===== src/rtl/bp_pkg.sv =====
// Shared types for the fetch-side branch predictor: BrOp codes, 2-bit counter
// states, the in-flight queue entry and the counter helper functions.
package bp_pkg;

  localparam logic [4:0] BR_BEQ  = 5'b01000;
  localparam logic [4:0] BR_BNE  = 5'b01001;
  localparam logic [4:0] BR_BLT  = 5'b01100;
  localparam logic [4:0] BR_BGE  = 5'b01101;
  localparam logic [4:0] BR_BLTU = 5'b01110;
  localparam logic [4:0] BR_BGEU = 5'b01111;

  typedef enum logic [1:0] {
    SNT = 2'b00,
    WNT = 2'b01,
    WT  = 2'b10,
    ST  = 2'b11
  } ctr_e;

  typedef struct packed {
    logic pred_taken;
  } bp_entry_t;

  localparam int ENTRY_W = $bits(bp_entry_t);

  function automatic logic isCondBrOp(input logic [4:0] op);
    return (op == BR_BEQ)  || (op == BR_BNE)  || (op == BR_BLT) ||
           (op == BR_BGE)  || (op == BR_BLTU) || (op == BR_BGEU);
  endfunction

  // Saturating step toward the resolved direction.
  function automatic ctr_e ctrNext(input ctr_e c, input logic taken);
    ctr_e n;
    n = c;
    if (taken) begin
      if (c != ST) n = ctr_e'(c + 2'd1);
    end else begin
      if (c != SNT) n = ctr_e'(c - 2'd1);
    end
    return n;
  endfunction

endpackage


===== src/rtl/bp_inflight_fifo.sv =====
// Parameterised synchronous FIFO holding predictions awaiting resolution;
// clear empties it at the edge regardless of a simultaneous push or pop.
module bp_inflight_fifo #(
  parameter int DEPTH = 4,
  parameter int WIDTH = 1,
  localparam int CNT_W = $clog2(DEPTH + 1)
) (
  input  logic             clk,
  input  logic             rst,
  input  logic             i_push,
  input  logic             i_pop,
  input  logic             i_clear,
  input  logic [WIDTH-1:0] i_data,
  output logic [WIDTH-1:0] o_data,
  output logic             o_full,
  output logic             o_empty,
  output logic [CNT_W-1:0] o_count
);

  localparam int PTR_W = (DEPTH > 1) ? $clog2(DEPTH) : 1;
  localparam logic [PTR_W-1:0] LAST = PTR_W'(DEPTH - 1);

  logic [WIDTH-1:0] r_mem [DEPTH];
  logic [PTR_W-1:0] r_wrPtr;
  logic [PTR_W-1:0] r_rdPtr;
  logic [CNT_W-1:0] r_count;
  logic             w_doPush;
  logic             w_doPop;

  assign o_full   = (r_count == CNT_W'(DEPTH));
  assign o_empty  = (r_count == '0);
  assign o_count  = r_count;
  assign o_data   = r_mem[r_rdPtr];
  assign w_doPush = i_push && !o_full;
  assign w_doPop  = i_pop && !o_empty;

  function automatic logic [PTR_W-1:0] nextPtr(input logic [PTR_W-1:0] p);
    return (p == LAST) ? '0 : p + PTR_W'(1);
  endfunction

  always_ff @(posedge clk) begin
    if (rst || i_clear) begin
      r_wrPtr <= '0;
      r_rdPtr <= '0;
      r_count <= '0;
    end else begin
      if (w_doPush) r_wrPtr <= nextPtr(r_wrPtr);
      if (w_doPop)  r_rdPtr <= nextPtr(r_rdPtr);
      r_count <= r_count + CNT_W'(w_doPush) - CNT_W'(w_doPop);
    end
  end

  // Storage needs no reset; occupancy is tracked by the pointers and count.
  always_ff @(posedge clk) begin
    if (w_doPush) r_mem[r_wrPtr] <= i_data;
  end

endmodule


===== src/rtl/branch_predictor.sv =====
// Fetch-side 2-bit counter branch predictor with in-flight queue and redirect.
// Optional build macro BP_PERF_EN adds branch / mispredict statistic counters.
module branch_predictor
  import bp_pkg::*;
#(
  parameter int IDX_BITS = 6,
  parameter int INFLIGHT = 4
) (
  input  logic        clk,
  input  logic        rst,
  input  logic        f_valid,
  input  logic [31:0] f_pc,
  input  logic        f_is_branch,
  input  logic [31:0] f_imm,
  output logic        f_taken,
  output logic [31:0] f_next_pc,
  output logic        f_stall,
  input  logic        r_valid,
  input  logic [4:0]  r_brop,
  input  logic        r_taken,
  input  logic [31:0] r_pc,
  input  logic [31:0] r_target,
  output logic        redirect,
  output logic [31:0] redirect_pc,
  output logic        err
`ifdef BP_PERF_EN
  ,
  output logic [31:0] stat_branches,
  output logic [31:0] stat_mispredicts
`endif
);

  localparam int TABLE_SIZE = 1 << IDX_BITS;
  localparam int CNT_W      = $clog2(INFLIGHT + 1);

  ctr_e                r_table [TABLE_SIZE];
  logic                r_redirect;
  logic [31:0]         r_redirectPc;
  logic                r_err;

  logic [IDX_BITS-1:0] w_fIdx;
  logic [IDX_BITS-1:0] w_rIdx;
  logic [1:0]          w_fCtr;
  logic                w_full;
  logic                w_empty;
  logic [CNT_W-1:0]    w_count;
  logic                w_push;
  logic                w_resolve;
  logic                w_pop;
  logic                w_train;
  logic                w_mispredict;
  logic [ENTRY_W-1:0]  w_headBits;
  bp_entry_t           w_head;
  bp_entry_t           w_newEntry;

  assign w_fIdx    = f_pc[IDX_BITS+1:2];
  assign w_rIdx    = r_pc[IDX_BITS+1:2];
  assign w_fCtr    = r_table[w_fIdx];
  assign f_taken   = f_is_branch && w_fCtr[1];
  assign f_next_pc = f_pc + (f_taken ? f_imm : 32'd4);
  assign f_stall   = (w_count == CNT_W'(INFLIGHT));

  // A redirect cycle is wrong-path on both the fetch and the resolve side.
  assign w_push       = f_valid && f_is_branch && !w_full && !r_redirect;
  assign w_resolve    = r_valid && !r_redirect;
  assign w_pop        = w_resolve && !w_empty;
  assign w_train      = w_pop && isCondBrOp(r_brop);
  assign w_head       = bp_entry_t'(w_headBits);
  assign w_mispredict = w_train && (w_head.pred_taken != r_taken);

  assign w_newEntry.pred_taken = f_taken;

  bp_inflight_fifo #(
    .DEPTH(INFLIGHT),
    .WIDTH(ENTRY_W)
  ) u_fifo (
    .clk    (clk),
    .rst    (rst),
    .i_push (w_push),
    .i_pop  (w_pop),
    .i_clear(w_mispredict),
    .i_data (w_newEntry),
    .o_data (w_headBits),
    .o_full (w_full),
    .o_empty(w_empty),
    .o_count(w_count)
  );

  always_ff @(posedge clk) begin
    if (rst) begin
      for (int i = 0; i < TABLE_SIZE; i++) r_table[i] <= WNT;
    end else if (w_train) begin
      r_table[w_rIdx] <= ctrNext(r_table[w_rIdx], r_taken);
    end
  end

  // Mispredicts are only accepted outside a redirect, so the pulse is one cycle.
  always_ff @(posedge clk) begin
    if (rst) begin
      r_redirect   <= 1'b0;
      r_redirectPc <= '0;
      r_err        <= 1'b0;
    end else begin
      r_redirect <= w_mispredict;
      if (w_mispredict) r_redirectPc <= r_taken ? r_target : r_pc + 32'd4;
      if (w_resolve && w_empty) r_err <= 1'b1;
    end
  end

  assign redirect    = r_redirect;
  assign redirect_pc = r_redirectPc;
  assign err         = r_err;

`ifdef BP_PERF_EN
  logic [31:0] r_statBranches;
  logic [31:0] r_statMispredicts;

  always_ff @(posedge clk) begin
    if (rst) begin
      r_statBranches    <= '0;
      r_statMispredicts <= '0;
    end else begin
      if (w_train)      r_statBranches    <= r_statBranches + 32'd1;
      if (w_mispredict) r_statMispredicts <= r_statMispredicts + 32'd1;
    end
  end

  assign stat_branches    = r_statBranches;
  assign stat_mispredicts = r_statMispredicts;
`endif

endmodule


===== config.mk =====
export PLATFORM = sky130hd
export DESIGN_NAME = branch_predictor
export DESIGN_NICKNAME = d
export VERILOG_FILES = /design/src/rtl/bp_pkg.sv /design/src/rtl/bp_inflight_fifo.sv /design/src/rtl/branch_predictor.sv
export SDC_FILE = /design/constraint.sdc
export NUM_CORES = 1
export LEC_CHECK = 0
export CAP_MARGIN = 25
export CORE_UTILIZATION = 54
export CTS_CLUSTER_SIZE = 40
export DETAILED_ROUTE_END_ITERATION = 8
export GPL_TIMING_DRIVEN = 0
export PLACE_DENSITY = 0.84
export SYNTH_ARGS = -nofsm -noshare
export SYNTH_HDL_FRONTEND = slang
export SYNTH_SLANG_ARGS = --single-unit

===== constraint.sdc =====
create_clock -name clk -period 6.7 [get_ports clk]
set_input_delay 1.005 -clock clk [delete_from_list [all_inputs] [get_ports clk]]
set_output_delay 1.005 -clock clk [all_outputs]
set_load 0.05 [all_outputs]

* After elaboration in Yosys (flattened, before gate mapping)
Memories as Yosys holds them, arrays and structs flattened. A register that Yosys moved wholly into a read port is not among the register bits.
Index checks and enable logic that the tools add are counted.
** Cells by class
- Magnitude comparators :: 0
- Add/subtract/negate cells :: 8
- Multipliers :: 0
- Bitwise gates (word level) :: 0
- Equal/unequal tests :: 11
- Reduce and logical (&&, ||, !) cells :: 23
- Div/mod/pow operators :: 0
- Muxes and demuxes :: 21
- Shift operators :: 0
** Operators by type and width (count)
- $mux W32 :: 2
- $add A32 B3 Y32 const B :: 1
- $add A32 B32 Y32 :: 1
- $eq A5 B4 Y1 const B :: 6
- $mux W2 :: 10
- $logic_and A1 B1 Y1 :: 11
- $mux W1 :: 8
- $add A2 B1 Y2 const B :: 3
- $logic_or A1 B1 Y1 :: 6
- $mux W6 :: 1
- $eq A2 B2 Y1 const B :: 2
- $add A3 B1 Y3 :: 1
- $eq A3 B3 Y1 const B :: 1
- $logic_not A1 Y1 :: 3
- $logic_not A3 Y1 :: 1
- $sub A3 B1 Y3 :: 1
- $ne A2 B2 Y1 const B :: 1
- $reduce_bool A2 Y1 :: 1
- $reduce_or A2 Y1 :: 1
- $sub A2 B1 Y2 const B :: 1
- $ne A1 B1 Y1 :: 1
** Storage, ports and cells
- Bits in latches :: 0
- Output and inout bits :: 68
- Bits in read-only memories :: 0
- Memories kept :: 2
- Register bits :: 41
- Bits in writable memories :: 132
** Memory list
- r_table :: depth 64, width 2, read ports 2, clocked after memory_dff 0, write ports 64, line branch_predictor.sv:36 : ctr_e r_table [TABLE_SIZE];
- u_fifo.r_mem :: depth 4, width 1, read ports 1, clocked after memory_dff 1, write ports 1, line bp_inflight_fifo.sv:23 : logic [WIDTH-1:0] r_mem [DEPTH];

* Logic depth before layout (Yosys ltp)
- Word-level depth :: 12
- Depth in mapped cells :: 19

* Modules after synthesis
Synthesis repeated with hierarchy kept, for this count alone.
** Unflattened totals
- Cell total of the unflattened synthesis :: 1264
- Area total of the unflattened synthesis :: 12050.3 um2
** By module, submodules not included
- branch_predictor :: instances 1, cells an instance 1206, area each 11414.7 um2, seq. area each 4524.3 um2
- bp_inflight_fifo :: instances 1, cells an instance 58, area each 635.6 um2, seq. area each 300.3 um2

* Least setup slack after synthesis
Ideal clock, no wire load.
- Kind :: input port to output port
- Start point :: input port f_pc[3]
- End point :: output port f_next_pc[28]
- Path slack :: -0.529 ns
- Path buffers :: 3
- Stages on the path :: 18
- Data arrival time :: 6.224 ns
- Cells stage by stage :: buf_2 -> buf_2 -> mux4_2 -> nor3b_1 -> a2111oi_0 -> a21oi_1 -> o22ai_1 -> buf_2 -> nand2_1 -> fa_1 -> nor2b_1 -> o21a_1 -> o21a_1 -> o31a_1 -> o2111ai_1 -> and2_1 -> o21a_1 -> o311ai_0
** On the way
- Longest elaborated chain between the ends :: 4
** RTL lines
- from (decl) :: line branch_predictor.sv:12 : input logic [31:0] f_pc,
- $mem_v2 Z64 W2
- $logic_and A1 B1 Y1 :: line branch_predictor.sv:59 : assign f_taken = f_is_branch && w_fCtr[1];
- net f_taken :: line branch_predictor.sv:15 : output logic f_taken,
- $mux W32 :: line branch_predictor.sv:60 : assign f_next_pc = f_pc + (f_taken ? f_imm : 32'd4);
- $add A32 B32 Y32 :: line branch_predictor.sv:60
- to (decl) :: line branch_predictor.sv:16 : output logic [31:0] f_next_pc,
The timed path passes the listed nets, and every way through them passes these cells.

* Worst setup path after layout
- Start point :: input port f_pc[2]
- End point :: output port f_next_pc[31]
** On the way
- Longest elaborated chain between the ends :: 4
** RTL lines (line)
- $mem_v2 Z64 W2
- $logic_and A1 B1 Y1 :: branch_predictor.sv:59
- $mux W32 :: branch_predictor.sv:60
- $add A32 B32 Y32 (*) :: branch_predictor.sv:60
Mark *: on every way between the ends. The rest lies on a longest branch, timed or not.

==> flow_summary_export.csv <==
group,metric,value,unit
floorplan,rows,53,
power,irDropWorstVdd,0.000209,V
power,power_density,212,nW/um^2
cts,root_buffer,"clkbuf_16",
cts,clock_sinks,175,
synth,synth_edf_count,132,
cts,clk_latency,0.44,ns
critical_path,timing_worst_setup_path_type,"primary input to primary output",
synth,async_reset_ff_frac,0,
worst_hold_path,min_to,"redirect_pc[13]",
synth,synth.distinct_cells,71,
drt,wl,38200,um
timing,max_slew_margin,0.265,
timing,fmax,151,MHz
placed_design,pre_cts_slack,-1.79,ns
critical_path,path_cells,"buf_6 -> buf_12 -> mux4_2 -> mux4_2 -> a21oi_4 -> o22ai_4 -> buf_4 -> buf_6 -> and2_1 -> ha_1 -> and3_1 -> and4_2 -> o211ai_1 -> a41oi_2 -> a31oi_4 -> a31oi_4 -> a311oi_2 -> xnor2_1 -> buf_4",
timing,clock-skew-final,0.00926,ns
synth,synth_warnings,0,
synth,yosys-top-cells-area,"edfxtp_1 34%, dfxtp_1 7.5%, mux4_2 5.5%",
drt,initialDrtViolationCount,1084,
grt,grt_pass1_wl,56400,um
critical_path,cp_slowest_cell,"mux4_2",
drt,num_vias,10700,
drt,via_per_inst,6.33,
floorplan,core,21000,sq um
timing,setup_ws,0.0923,ns
synth,syn_area,11500,sq um
layout,fillCellCount,1533,
placed_design,port_buffers,203,
cts,cts_buffer_depth,2,
power,p_leak,5.34,nW
critical_path,arrival,5.60,ns
synth,syn-num-nets,1339,
layout,area_growth_syn_to_layout,29.5,%
critical_path,reg2reg_depth,9,
critical_path,path_buf_inv,5,
critical_path,rrSetupSlack,3.00,ns
worst_hold_path,min_from,"redirect_pc[13]",
grt,track_usage,0.342,
power,switching_share,0.323,
floorplan,die_w,148,um
timing,setup_viol,0,
synth,yosysTopAreaCell,"edfxtp_1",
critical_path,required,5.69,ns
run_status,status,"finished clean",
critical_path,crit_family,"compound AO/OA/AOI/OAI gates",
synth,synthCells,1159,
layout,drive_gt1_frac,0.153,
cts,path_clk_slew,0.07,ns
layout,finalCoreUtilization,0.712,
synth,synth_flop_cell,"edfxtp_1",
critical_path,r2r_end,"r_table[36][0]",
timing,tightest_slew,1.10,ns
critical_path,start_kind,"primary input",
synth,ys_seq_area_frac,0.419,
drt,wl_per_cell,22.5,um
placed_design,dp_hpwl,28000,um
timing,final.min_clock_period,6.61,ns
worst_hold_path,min_path_type,"flip-flop to flip-flop",
power,p_int,0.00214,W
worst_hold_path,hold_path_depth,2,
synth,synth.avg_cell_area,9.94,sq um
timing,final-hold-violation-count,0,
timing,slew_viol_final,0,
cts,cts_buffers,17,
power,clockPowerShare,0.318,
layout,fin_nets,1587,
critical_path,r2r-start,"u_fifo.o_count[1]",
timing,finalCritPeriodShare,0.986,
critical_path,cp-end-kind,"primary output",
grt,grt_pass1_vias,10400,
drt,route.detailed.drc,0,
synth,ys_ff_latch,175,
cts,htreeDepth,4,
grt,grt_antenna_before_repair,0,
synth,yosysTopAreaCellShare,0.344,
grt,grt_max_degree,17,
floorplan,start_util,0.550,
floorplan,boundaryPins,207,
cts,cts_tree,"built",
floorplan,dieArea,21900,sq um
critical_path,critPathMaxFanout,7,
power,p_seq_frac,0.388,
power,pwr-share-comb,0.294,
power,p_switching,0.00102,W
floorplan,dieHeight,148,um
drt,drtPass1Iterations,6,
critical_path,cpPeakStageDelay,0.55,ns
placed_design,routabilityCongestion,1.01,
run,timing.max_cap.violations,0,
cts,hold_buffers,0,
drt,ant_nets,0,
grt,gr-total-overflow,0,
-- power by group through the flow --
stage | registers (W) | clock network (W) | logic (W)
floorplan | 0.00127 | 0 | 0.000551
global placement | 0.00125 | 0 | 0.000871
detailed placement | 0.00125 | 0 | 0.000884
CTS | 0.00122 | 0.00100 | 0.000895
global route | 0.00123 | 0.00104 | 0.000979
finish | 0.00123 | 0.00100 | 0.000930
-- logic make-up after synthesis --
family / share of synthesized area
compound gates: 0.121
xor+xnor: 0.0426
fa+ha+maj: 0.0478
buf+inv: 0.0518
flops: 0.419
mux: 0.100
simple gates: 0.218
-- sequential cells by signal, indices dropped and copies added, names as in the netlist, named ones only --
name / cells
r_table: 128
redirect_pc: 32
u_fifo.r_rdPtr: 2
redirect: 1
u_fifo.r_wrPtr: 2
err: 1
u_fifo.o_count: 3
u_fifo.r_mem: 4
-- worst max path at each step --
stage | from | end | slack [ns] | depth (start not counted)
2_1_floorplan | f_pc[3] | f_next_pc[28] | 0.07 | 18
3_3_place_gp | f_pc[2] | f_next_pc[31] | -1.75 | 18
3_5_place_dp | f_pc[4] | f_next_pc[31] | -1.79 | 19
4_1_cts | f_pc[3] | f_next_pc[31] | -0.10 | 19
5_1_grt | f_pc[2] | f_next_pc[31] | -0.06 | 20
6_report | f_pc[2] | f_next_pc[31] | 0.09 | 19
-- through the flow --
stage / hold WS (ns) / cell area (sq um) / TNS [ns] / total power, W / cells
floorplan: 0.514 / 11500 / 0 / 0.00182 / 1159
global placement: 0.435 / 13900 / -29.17 / 0.00212 / 1637
detailed placement: 0.441 / 13900 / -31.05 / 0.00213 / 1638
CTS: 0.457 / 14700 / -0.194 / 0.00312 / 1678
global route: 0.479 / 14900 / -0.0634 / 0.00325 / 1695
finish: 0.456 / 14900 / 0 / 0.00316 / 1696
-- timing repair --
item,in CTS,in global routing
gates cloned,0,2
resized for setup,115,33
buffers inserted,8,14
endpoints found under the setup margin,30,25
pin swaps,7,12
-- cell usage in the layout (no fill, tap or decap), types with 8 or more instances in the layout --
master / n
clkdlybuf4s50_1: 176
edfxtp_1: 132
nand2_1: 114
nor2_1: 99
nand3_1: 76
a21oi_1: 52
nor3_1: 45
o21ai_0: 45
dfxtp_1: 43
and2_1: 42
buf_4: 40
nand2b_1: 37
xnor2_1: 35
clkbuf_1: 35
ha_1: 31
a21o_1: 30
inv_1: 28
mux4_2: 28
buf_6: 22
mux2i_1: 22
xor2_1: 21
clkbuf_16: 20
buf_2: 14
or2_2: 12
and3_1: 11
mux2_2: 11
a22oi_1: 10
o21a_1: 9
nor3_2: 9
a22o_1: 9
a221oi_1: 9
nand2_2: 8
nand4_1: 8
dlygate4sd2_1: 8
-- tightest hold or removal path: cells and delay by family (launching register included) --
kind / cells / cell delay (ns)
DFF: 1 / 0.32
AOI/OAI and AO/OA: 1 / 0.06
and+or+nand+nor: 1 / 0.04
-- metal layers --
metal	part of all wire	GRT usage	wire length [um]	up-vias
li1	-	-	-	4729
met1	0.36	0.416	13900	5075
met2	0.48	0.573	18200	745
met3	0.11	0.0709	4180	179
met4	0.051	0.181	1950	0
met5	0	0	0	-
-- Yosys cell counts, types with 10 or more instances --
master,count
mux2_2,11
buf_4,10
xnor2_1,35
mux4_2,28
o21ai_0,47
dfxtp_1,43
nor2_1,101
buf_6,17
nand2b_1,37
ha_1,39
or2_2,12
edfxtp_1,132
nand2_1,115
a22oi_1,10
a21o_1,30
nor3_1,45
and3_1,11
and2_1,42
xor2_1,21
buf_2,12
inv_1,27
mux2i_1,24
clkbuf_1,37
nand3_1,76
a21oi_1,53
-- layout make-up --
type	count	area [sq um]	share of cell area
Multi-Input combinational cell	876	6320	0.423
Clock buffer	23	532	0.0356
Inverter	28	105	0.00704
Sequential cell	175	4820	0.323
Tap cell	275	344	0.0231
Clock inverter	9	65.1	0.00436
Antenna cell	1	2.50	0.000168
Buffer	80	546	0.0365
Timing Repair Buffer	229	2190	0.147
No activity file was read; power rests on OpenSTA's default activity.
